[src/rtl/nav_sequencer.sv]
// Obstacle-avoidance sequencer: drives forward until a debounced obstacle is seen,
// then halts, turns (alternating direction) and retries up to MAX_RETRY times before faulting.
module nav_sequencer #(
  parameter int DEBOUNCE    = 4,
  parameter int STOP_CYCLES = 1000,
  parameter int TURN_CYCLES = 50000000,
  parameter int MAX_RETRY   = 3
) (
  input  logic       clk,
  input  logic       rst_n,
  input  logic       enable,
  input  logic       obstacle,
  output logic       forward,
  output logic       turnLeft,
  output logic       turnRight,
  output logic       tooClose,
  output logic       fault,
  output logic [2:0] state
);

  localparam int TMAX = (STOP_CYCLES > TURN_CYCLES) ? STOP_CYCLES : TURN_CYCLES;
  localparam int TW   = $clog2(TMAX + 1);
  localparam int RW   = $clog2(MAX_RETRY + 1);
  localparam int DW   = $clog2(DEBOUNCE + 1);

  localparam logic [TW-1:0] STOP_LAST  = TW'(STOP_CYCLES - 1);
  localparam logic [TW-1:0] TURN_LAST  = TW'(TURN_CYCLES - 1);
  localparam logic [RW-1:0] RETRY_LAST = RW'(MAX_RETRY - 1);
  localparam logic [DW-1:0] DB_LAST    = DW'(DEBOUNCE - 1);

  typedef enum logic [2:0] {
    S_IDLE  = 3'd0,
    S_FWD   = 3'd1,
    S_STOP  = 3'd2,
    S_TURN  = 3'd3,
    S_FAULT = 3'd4
  } state_e;

  logic [1:0]    sync_q;
  logic          obs_s;
  logic [DW-1:0] db_cnt_q;
  logic          obs_db_q;

  state_e        state_q, state_d;
  logic [TW-1:0] timer_q, timer_d;
  logic [RW-1:0] retry_q, retry_d;
  logic          dir_q, dir_d;

  assign obs_s = sync_q[1];
  assign state = state_q;

  // NOTE: sequential state always uses non-blocking (<=) so every flop samples pre-edge values.
  always_ff @(posedge clk) begin
    if (!rst_n) begin
      sync_q   <= '0;
      db_cnt_q <= '0;
      obs_db_q <= 1'b0;
    end else begin
      sync_q <= {sync_q[0], obstacle};
      if (!obs_s) begin
        db_cnt_q <= '0;
        obs_db_q <= 1'b0;
      end else if (db_cnt_q == DB_LAST) begin
        obs_db_q <= 1'b1;
      end else begin
        db_cnt_q <= db_cnt_q + DW'(1);
      end
    end
  end

  // NOTE: every always_comb output is given a default first, so no path can infer a latch.
  always_comb begin
    state_d = state_q;
    timer_d = timer_q;
    retry_d = retry_q;
    dir_d   = dir_q;
    if (!enable) begin
      state_d = S_IDLE;
      timer_d = '0;
      retry_d = '0;
    end else begin
      case (state_q)
        S_IDLE: begin
          timer_d = '0;
          state_d = obs_db_q ? S_STOP : S_FWD;
        end
        S_FWD: begin
          timer_d = '0;
          if (obs_db_q) state_d = S_STOP;
        end
        S_STOP: begin
          if (timer_q == STOP_LAST) begin
            state_d = S_TURN;
            timer_d = '0;
          end else begin
            timer_d = timer_q + TW'(1);
          end
        end
        S_TURN: begin
          if (timer_q == TURN_LAST) begin
            timer_d = '0;
            if (!obs_db_q) begin
              state_d = S_FWD;
              dir_d   = ~dir_q;
              retry_d = '0;
            end else begin
              retry_d = retry_q + RW'(1);
              state_d = (retry_q == RETRY_LAST) ? S_FAULT : S_STOP;
            end
          end else begin
            timer_d = timer_q + TW'(1);
          end
        end
        S_FAULT: timer_d = '0;
        default: begin
          state_d = S_IDLE;
          timer_d = '0;
          retry_d = '0;
        end
      endcase
    end
  end

  // Outputs are decoded from the next state so they change on the same edge as state_q.
  always_ff @(posedge clk) begin
    if (!rst_n) begin
      state_q   <= S_IDLE;
      timer_q   <= '0;
      retry_q   <= '0;
      dir_q     <= 1'b0;
      forward   <= 1'b0;
      turnLeft  <= 1'b0;
      turnRight <= 1'b0;
      tooClose  <= 1'b1;
      fault     <= 1'b0;
    end else begin
      state_q   <= state_d;
      timer_q   <= timer_d;
      retry_q   <= retry_d;
      dir_q     <= dir_d;
      forward   <= (state_d == S_FWD);
      turnLeft  <= (state_d == S_TURN) && !dir_d;
      turnRight <= (state_d == S_TURN) && dir_d;
      tooClose  <= (state_d == S_IDLE) || (state_d == S_STOP) || (state_d == S_FAULT);
      fault     <= (state_d == S_FAULT);
    end
  end

endmodule
[config.mk]
export PLATFORM = sky130hd
export DESIGN_NAME = nav_sequencer
export DESIGN_NICKNAME = d
export VERILOG_FILES = /design/src/rtl/nav_sequencer.sv
export SDC_FILE = /design/constraint.sdc
export NUM_CORES = 1
export LEC_CHECK = 0
export CORE_MARGIN = 5
export CORE_UTILIZATION = 55
export DETAILED_ROUTE_END_ITERATION = 8
export GPL_ROUTABILITY_DRIVEN = 0
export GPL_TIMING_DRIVEN = 0
export PLACE_DENSITY = 0.75
export SLEW_MARGIN = 20
export SYNTH_ARGS = -nofsm -noshare
export SYNTH_HDL_FRONTEND = slang
export SYNTH_SLANG_ARGS = --single-unit
[constraint.sdc]
create_clock -name clk -period 2.69 [get_ports clk]
set_input_delay 0.538 -clock clk [delete_from_list [all_inputs] [get_ports clk]]
set_output_delay 0.538 -clock clk [all_outputs]
set_load 0.05 [all_outputs]
==> After elaboration in Yosys (flattened, before gate mapping) <==
Cells that the tools add are included.
{ "word_totals": {"ff_bits": 43, "word_cells": 59} }
{ "classes": {"bitwise_logic": 2, "n_addsub": 3, "n_reduce_logical": 11, "mux": 18, "eq_ne": 13} }
{ "ops": {"columns": ["operator", "n"], "rows": [
  ["26-bit 2-to-1 mux", 2],
  ["26-bit case mux with 2 select lines", 1],
  ["26-bit by 1-bit adder with 26-bit output (second input constant)", 1],
  ["26-bit by 10-bit equality test with 1-bit output (second input constant)", 1],
  ["26-bit equality test (second input constant)", 1],
  ["3-bit 2-to-1 mux", 6],
  ["3-bit by 2-bit equality test with 1-bit output (second input constant)", 5],
  ["3-bit case mux with 5 select lines", 1],
  ["3-bit by 1-bit equality test with 1-bit output (second input constant)", 2],
  ["3-bit equality test (second input constant)", 2],
  ["3-bit zero test", 2],
  ["2-bit 2-to-1 mux", 3],
  ["2-bit AND reduction", 3],
  ["1-bit 2-to-1 mux", 4],
  ["2-bit case mux with 2 select lines", 1],
  ["4-bit OR reduction", 1],
  ["3-bit by 1-bit adder with 3-bit output (second input constant)", 1],
  ["2-bit by 1-bit adder with 2-bit output (second input constant)", 1],
  ["2-bit equality test (second input constant)", 1],
  ["1-bit logical AND", 2],
  ["1-bit logical OR", 2],
  ["2-bit != test (second input constant)", 1],
  ["1-bit inverter", 2],
  ["1-bit zero test", 1]
]} }

==> Depth between registers and ports, before layout <==
Gate-level depths: netlist of the first run.
{ "logic_depth": {"ltp_word": 9, "ltp_mapped": 7} }

==> Worst setup path after synthesis of the first run <==
No wires, ideal clock.
{ "synth_path": {"path_kind": "reg-to-reg", "start": "reg timer_q[0]", "end": "reg timer_q[24]", "path_slack_ns": 0.623, "arrival_ns": 1.952, "path_buffers": 1, "setup_ns": 0.115, "path_stages_with_launch": 8, "synth_period_minus_slack_ns": 2.067, "cell_sequence": "dfxtp_1 > ha_1 > nor4bb_1 > nand4_1 > or4_4 > o2111ai_4 > buf_6 > nor2_1"} }
{ "synth_between": {"elab_chain_len": 3} }
{ "synth_lines": {"columns": ["item", "line_no", "rtl"], "rows": [
  ["start: declaration", "45", "logic [TW-1:0] timer_q, timer_d;"],
  ["start signal: assignment", "138", "timer_q <= timer_d;"],
  ["26-bit by 1-bit adder with 26-bit output, or another cell as far along", "96, 111", null],
  ["26-bit 2-to-1 mux, on equally long branches", "100, 92", null],
  ["26-bit case mux with 2 select lines *", "82", "case (state_q)"]
]} }
Mark *: on every way between the ends. The rest lies on a longest branch, timed or not.
A chain may end at the register's enable or synchronous reset.

==> Worst setup path after layout of the first run <==
{ "layout_path": {"start": "reg timer_q[0]", "end": "reg timer_q[20]"} }
The elaborated chain is that of the path after synthesis.

==> flow_metrics.env, run 1 <==
export IMPL_status="complete, no violations"
export IMPL_netlist_area_sq_um=1870
export IMPL_hold_path_end="sync_q[1]$_SDFF_PN0_"
export IMPL_cts_setup_buffers=0
export IMPL_slew_violations=0
export IMPL_grt_pass1_vias=1484
export IMPL_synth_edf_count=0
export IMPL_p_int_mw=0.873
export IMPL_relSlewSlack=0.539
export IMPL_grt_pass1_wl_mm=6.27
export IMPL_p_sw_frac=0.199
export IMPL_cts_max_level=2
export IMPL_skew_ns=0.0161
export IMPL_die_h_microns=68.3
export IMPL_final_cells=269
export IMPL_max_freq_mhz=434
export IMPL_arrival_ns=2.55
export IMPL_synth_top_area_frac=0.461
export IMPL_crit_fanout=10
export IMPL_synth_fp_nets=212
export IMPL_synth_seq_cells=43
export IMPL_setup_violations=0
export IMPL_n_antenna_cell=0
export IMPL_reg2reg_to="timer_q[20]$_SDFF_PN0_"
export IMPL_ys_top_cells_by_count="dfxtp_1 (43), nor2_1 (39), nand3_1 (16)"
export IMPL_min_from="sync_q[0]$_SDFF_PN0_"
export IMPL_netlist_instances=204
export IMPL_cts_resized_gates=0
export IMPL_power_density_nw_per_um2=512
export IMPL_place_area_sq_um=2030
export IMPL_async_flop_share=0
export IMPL_ys_seq_area_frac=0.461
export IMPL_syn_to_final_growth_pct=13.9
export IMPL_rsz0062_at_grt="false"
export IMPL_rr_worst_depth=7
export IMPL_clk_pin_slew_ns=0.11
export IMPL_dpl_hpwl_mm=2.65
export IMPL_fin_crit_sh=0.857
export IMPL_crit_type="reg -> reg"
export IMPL_root_buffer="clkbuf_4"
export IMPL_wl_mm=3.47
export IMPL_synth_cell_types=37
export IMPL_core_sq_um=3310
export IMPL_start_util=0.564
export IMPL_fin_nets=230
export IMPL_drt_iter0_markers=92
export IMPL_std_cell_rows=21
export IMPL_drt_first_pass_iters=5
export IMPL_io_pins=12
export IMPL_synth_top_cell_by_area="dfxtp_1"
export IMPL_critPathCaptureType="flip-flop"
export IMPL_hp_class="reg -> reg"
export IMPL_finalHoldViolCount=0
export IMPL_ys_flop_type="dfxtp_1"
export IMPL_min_period_ns=2.30
export IMPL_globalRouteTotalUtil=0.179
export IMPL_die_w_microns=68.3
export IMPL_cts_path_max_buffers=2
export IMPL_syn_avg_cell_area_sq_um=9.15
export IMPL_drt_wirelength_per_cell_microns=12.9
export IMPL_drtAntennaViolNets=0
export IMPL_tns_ns=0
export IMPL_clk_latency_ns=0.36
export IMPL_via_per_inst=5.57
export IMPL_seq_power_share=0.591
export IMPL_holdPathStages=1
export IMPL_io_buffers=11
export IMPL_antenna_found_initial=0
export IMPL_clkPwrFrac=0.382
export IMPL_synthTopCellsByArea="dfxtp_1 (46%), nor2_1 (7.8%), xor2_1 (7.0%), nand3_1 (4.3%), xnor2_1 (4.2%)"
export IMPL_maxCapViolCount=0
export IMPL_drive_gt1_frac=0.0807
export IMPL_yosysWarnings=0
export IMPL_cts_buffers=5
export IMPL_p_leak_nw=0.688
export IMPL_vias=1499
export IMPL_synth_most_common_cell="dfxtp_1"
export IMPL_cts_sinks=43
export IMPL_start_kind="flip-flop"
export IMPL_cts_hold_buffers=0
export IMPL_stdcell_area_sq_um=2130
export IMPL_ir_worst_vdd_mv=0.381
export IMPL_gr_total_overflow=0
export IMPL_required_ns=2.94
export IMPL_drc=0
export IMPL_cts_tree="built"
export IMPL_r2r_start="timer_q[0]$_SDFF_PN0_"
export IMPL_whs_ns=0.464
export IMPL_tightest_slew_ns=0.685
export IMPL_ff2ff_setup_slack_ns=0.39
export IMPL_dieArea_sq_um=4660
export IMPL_p_sw_mw=0.217
export IMPL_placed_cells=261
export IMPL_pwr_share_comb=0.027
export IMPL_grt_max_degree=14
==> how the worst max path moves through the flow <==
stage	start	to	slack, ns	cells after the start
final	timer_q[0]$_SDFF_PN0_	timer_q[20]$_SDFF_PN0_	0.39	7
after global routing	timer_q[0]$_SDFF_PN0_	timer_q[22]$_SDFF_PN0_	0.24	7
after CTS	timer_q[0]$_SDFF_PN0_	timer_q[20]$_SDFF_PN0_	0.38	7
after detailed placement	timer_q[0]$_SDFF_PN0_	timer_q[24]$_SDFF_PN0_	0.38	7
after global placement	timer_q[0]$_SDFF_PN0_	timer_q[24]$_SDFF_PN0_	0.43	7
after floorplan	timer_q[0]$_SDFF_PN0_	timer_q[24]$_SDFF_PN0_	0.62	7
==> cell type report <==
class | instances | area, sq um
buffer | 5 | 33.8
fill | 282 | 1180
sequential | 43 | 861
inverter | 5 | 18.8
clock buffer | 6 | 51.3
timing repair buffer | 11 | 110
multi-input combinational | 151 | 960
clock inverter | 2 | 35.0
tap | 46 | 57.6
==> worst max-delay path: stages (launching register included) <==
cell and delay, ns:
dfxtp_1 0.41, ha_1 0.25, nor4bb_1 0.32, nand4_1 0.13, or4_4 0.52, o2111ai_4 0.32, buf_6 0.19, nor2_1 0.05
==> layer usage <==
metal | GRT usage | routed length (microns) | vias to the layer above
met5 | 0 | 0 | -
met4 | 0.0670 | 60 | 0
met3 | 0.0509 | 192 | 10
met2 | 0.323 | 1750 | 33
met1 | 0.197 | 1470 | 702
li1 | - | - | 754
==> power by group through the flow <==
| stage | sequential, mW | combinational (mW) | clock (mW) |
|---|---|---|---|
| CTS | 0.644 | 0.0300 | 0.430 |
| finish | 0.644 | 0.0297 | 0.416 |
| global placement | 0.658 | 0.0293 | 0 |
| detailed placement | 0.658 | 0.0299 | 0 |
| floorplan | 0.666 | 0.00917 | 0 |
| global route | 0.645 | 0.0321 | 0.455 |
==> registers in the layout, summed over array words and instances, names as in the netlist, 2 cells and up <==
| name | count |
|---|---|
| db_cnt_q | 3 |
| state | 3 |
| sync_q | 2 |
| retry_q | 2 |
| timer_q | 26 |
==> placed cells by master, fill, tap and decap left out, types with 5 or more instances in the layout <==
cell type,instances
dfxtp_1,43
nor2_1,39
nand3_1,16
xor2_1,15
nand2_1,13
clkdlybuf4s50_1,11
nand4_1,9
xnor2_1,9
inv_1,5
clkbuf_4,5
==> cell families (layout without fill, tap and decap cells) <==
| logic type | count (synthesis) | after routing | synth area share |
|---|---|---|---|
| AOI/OAI and AO/OA | 13 | 13 | 0.0563 |
| xor gates and xnor gates | 24 | 24 | 0.113 |
| adders and majority gates | 4 | 4 | 0.0268 |
| buffers and inverters | 10 | 29 | 0.0281 |
| DFF | 43 | 43 | 0.461 |
| muxes | 1 | 1 | 0.00536 |
| and+or+nand+nor | 109 | 109 | 0.310 |
==> through the flow <==
step,setup slack (ns),util,power (mW)
final,0.386,0.642,1.09
after global placement,0.430,0.615,0.687
after detailed placement,0.383,0.615,0.688
after floorplan,0.623,-,0.675
after global routing,0.237,0.642,1.13
after CTS,0.382,0.641,1.10
Note: power is estimated with default switching activity, not from simulation.
==> inputs of run 2 (changes only) <==
--- a/config.mk
+++ b/config.mk
@@ -5,8 +5,11 @@
 export SDC_FILE = /design/constraint.sdc
 export NUM_CORES = 1
 export LEC_CHECK = 0
+export ABC_CLOCK_PERIOD_IN_PS = 2690
+export CORE_ASPECT_RATIO = 1.25
 export CORE_MARGIN = 5
 export CORE_UTILIZATION = 55
+export CTS_CLUSTER_SIZE = 10
 export DETAILED_ROUTE_END_ITERATION = 8
 export GPL_ROUTABILITY_DRIVEN = 0
 export GPL_TIMING_DRIVEN = 0
==> flow_metrics.env, run 2 (synthesis results as in run 1) <==
export IMPL_cts_hold_buffers=0
export IMPL_critical_path_cell_chain="ha_1 > nor4bb_1 > nand4_1 > or4_4 > o2111ai_4 > buf_6 > nor2_1"
export IMPL_slew_violations=0
export IMPL_dieArea_sq_um=4670
export IMPL_globalRouteTotalUtil=0.176
export IMPL_p_total_mw=1.26
export IMPL_dp_slack_ns=0.379
export IMPL_io_pins=12
export IMPL_cts_buffers=5
export IMPL_grt_util_met1=0.187
export IMPL_fin_nets=230
export IMPL_max_freq_mhz=434
export IMPL_cts_tree="built"
export IMPL_core_sq_um=3250
export IMPL_p_leak_nw=0.704
export IMPL_drtAntennaViolNets=0
export IMPL_cts_setup_buffers=0
export IMPL_ff2ff_setup_slack_ns=0.39
export IMPL_layout_commonest_cell="dfxtp_1"
export IMPL_regArea_sq_um=861
export IMPL_layout_setup_ws_ns=0.387
export IMPL_power_density_nw_per_um2=582
export IMPL_required_ns=2.88
export IMPL_final_cell_mix="dfxtp_1 (43), nor2_1 (39), nand3_1 (16), xor2_1 (15), nand2_1 (13)"
export IMPL_fillers=271
export IMPL_drt_wirelength_per_cell_microns=14.6
export IMPL_whs_ns=0.452
export IMPL_min_period_ns=2.30
export IMPL_drc=0
export IMPL_rsz0062_at_grt="false"
export IMPL_maxCapViolCount=0
export IMPL_hp_class="reg -> reg"
export IMPL_place_area_sq_um=2020
export IMPL_tns_ns=0
export IMPL_fin_util=0.666
export IMPL_drt_first_pass_iters=4
export IMPL_vias=1543
export IMPL_drive_gt1_frac=0.0807
export IMPL_critPathCaptureType="flip-flop"
export IMPL_via_per_inst=5.93
export IMPL_start_kind="flip-flop"
export IMPL_clk_pin_slew_ns=0.08
export IMPL_syn_to_final_growth_pct=16.0
export IMPL_critPathSlowestCell="or4_4"
export IMPL_cts_resized_gates=0
export IMPL_wl_mm=3.79
export IMPL_fin_crit_sh=0.856
export IMPL_n_antenna_cell=0
export IMPL_antenna_found_initial=0
export IMPL_io_buffers=11
export IMPL_max_stage_delay_ns=0.52
export IMPL_gr_total_overflow=0
export IMPL_gr_usage_met2=0.309
export IMPL_skew_ns=0.00586
export IMPL_dpl_hpwl_mm=2.78
export IMPL_multi_input_area_sq_um=960
export IMPL_largest_reg_flops=26
export IMPL_final_cells=260
export IMPL_std_cell_rows=23
export IMPL_setup_violations=0
export IMPL_placed_cells=252
export IMPL_cts_sinks=43
export IMPL_grt_pass1_vias=1505
export IMPL_cts_max_level=2
export IMPL_grt_util_met3=0.0537
export IMPL_finalHoldViolCount=0
export IMPL_ir_worst_vdd_mv=0.519
export IMPL_status="complete, no violations"
export IMPL_crit_type="reg -> reg"
export IMPL_crit_fanout=10
export IMPL_die_w_microns=62.1
export IMPL_drt_iter0_markers=69
export IMPL_start_util=0.574
export IMPL_stdcell_area_sq_um=2170
export IMPL_tightest_slew_ns=0.637
export IMPL_arrival_ns=2.49
export IMPL_clk_latency_ns=0.30
export IMPL_grt_pass1_wl_mm=6.62
export IMPL_cts_path_max_buffers=2
export IMPL_grt_busiest_layer="met2"
export IMPL_die_h_microns=75.1
export IMPL_relSlewSlack=0.572
export IMPL_grt_max_degree=15
export IMPL_regMostFlops="timer_q"
export IMPL_root_buffer="clkbuf_8"
-- run 2: changes by cell type in the layout (fill, tap and decap cells not counted) --
cell        change
clkbuf_4        -5
clkinv_2        -1
clkinvlp_4      +1
clkbuf_8        +4
bufinv_16       +1
-- run 2: final timing paths --
path,endpoint,from,depth (start not counted)
min,sync_q[1]$_SDFF_PN0_,sync_q[0]$_SDFF_PN0_,1
max,timer_q[11]$_SDFF_PN0_,timer_q[0]$_SDFF_PN0_,7
max reg2reg,timer_q[11]$_SDFF_PN0_,timer_q[0]$_SDFF_PN0_,7
min reg2reg,sync_q[1]$_SDFF_PN0_,sync_q[0]$_SDFF_PN0_,1
-- run 2: critical path: cells and delay by family (launching register included) --
kind / cells / cell delay (ns)
simple gates: 4 / 1.01
flops: 1 / 0.40
compound gates: 1 / 0.34
fa+ha+maj: 1 / 0.25
buf+inv: 1 / 0.20
-- run 2: area by class of cell --
| type | count | area share |
|---|---|---|
| clock inverter | 3 | 0.0312 |
| tap | 37 | 0.0214 |
| inverter | 5 | 0.00867 |
| sequential | 43 | 0.397 |
| buffer | 5 | 0.0156 |
| timing repair buffer | 11 | 0.0508 |
| clock buffer | 5 | 0.0318 |
| multi-input combinational | 151 | 0.443 |
-- run 2: per-layer routing --
metal,vias to the layer above,wire length [microns],share of wire
met3,20,187,0.049
met4,0,172,0.045
met2,41,1920,0.51
met1,734,1510,0.40
li1,748,-,-
met5,-,0,0
-- run 2: where the power goes --
group / switching, mW / internal [mW]
sequential: 0.00304 / 0.640
clock: 0.218 / 0.370
combinational: 0.0175 / 0.0125
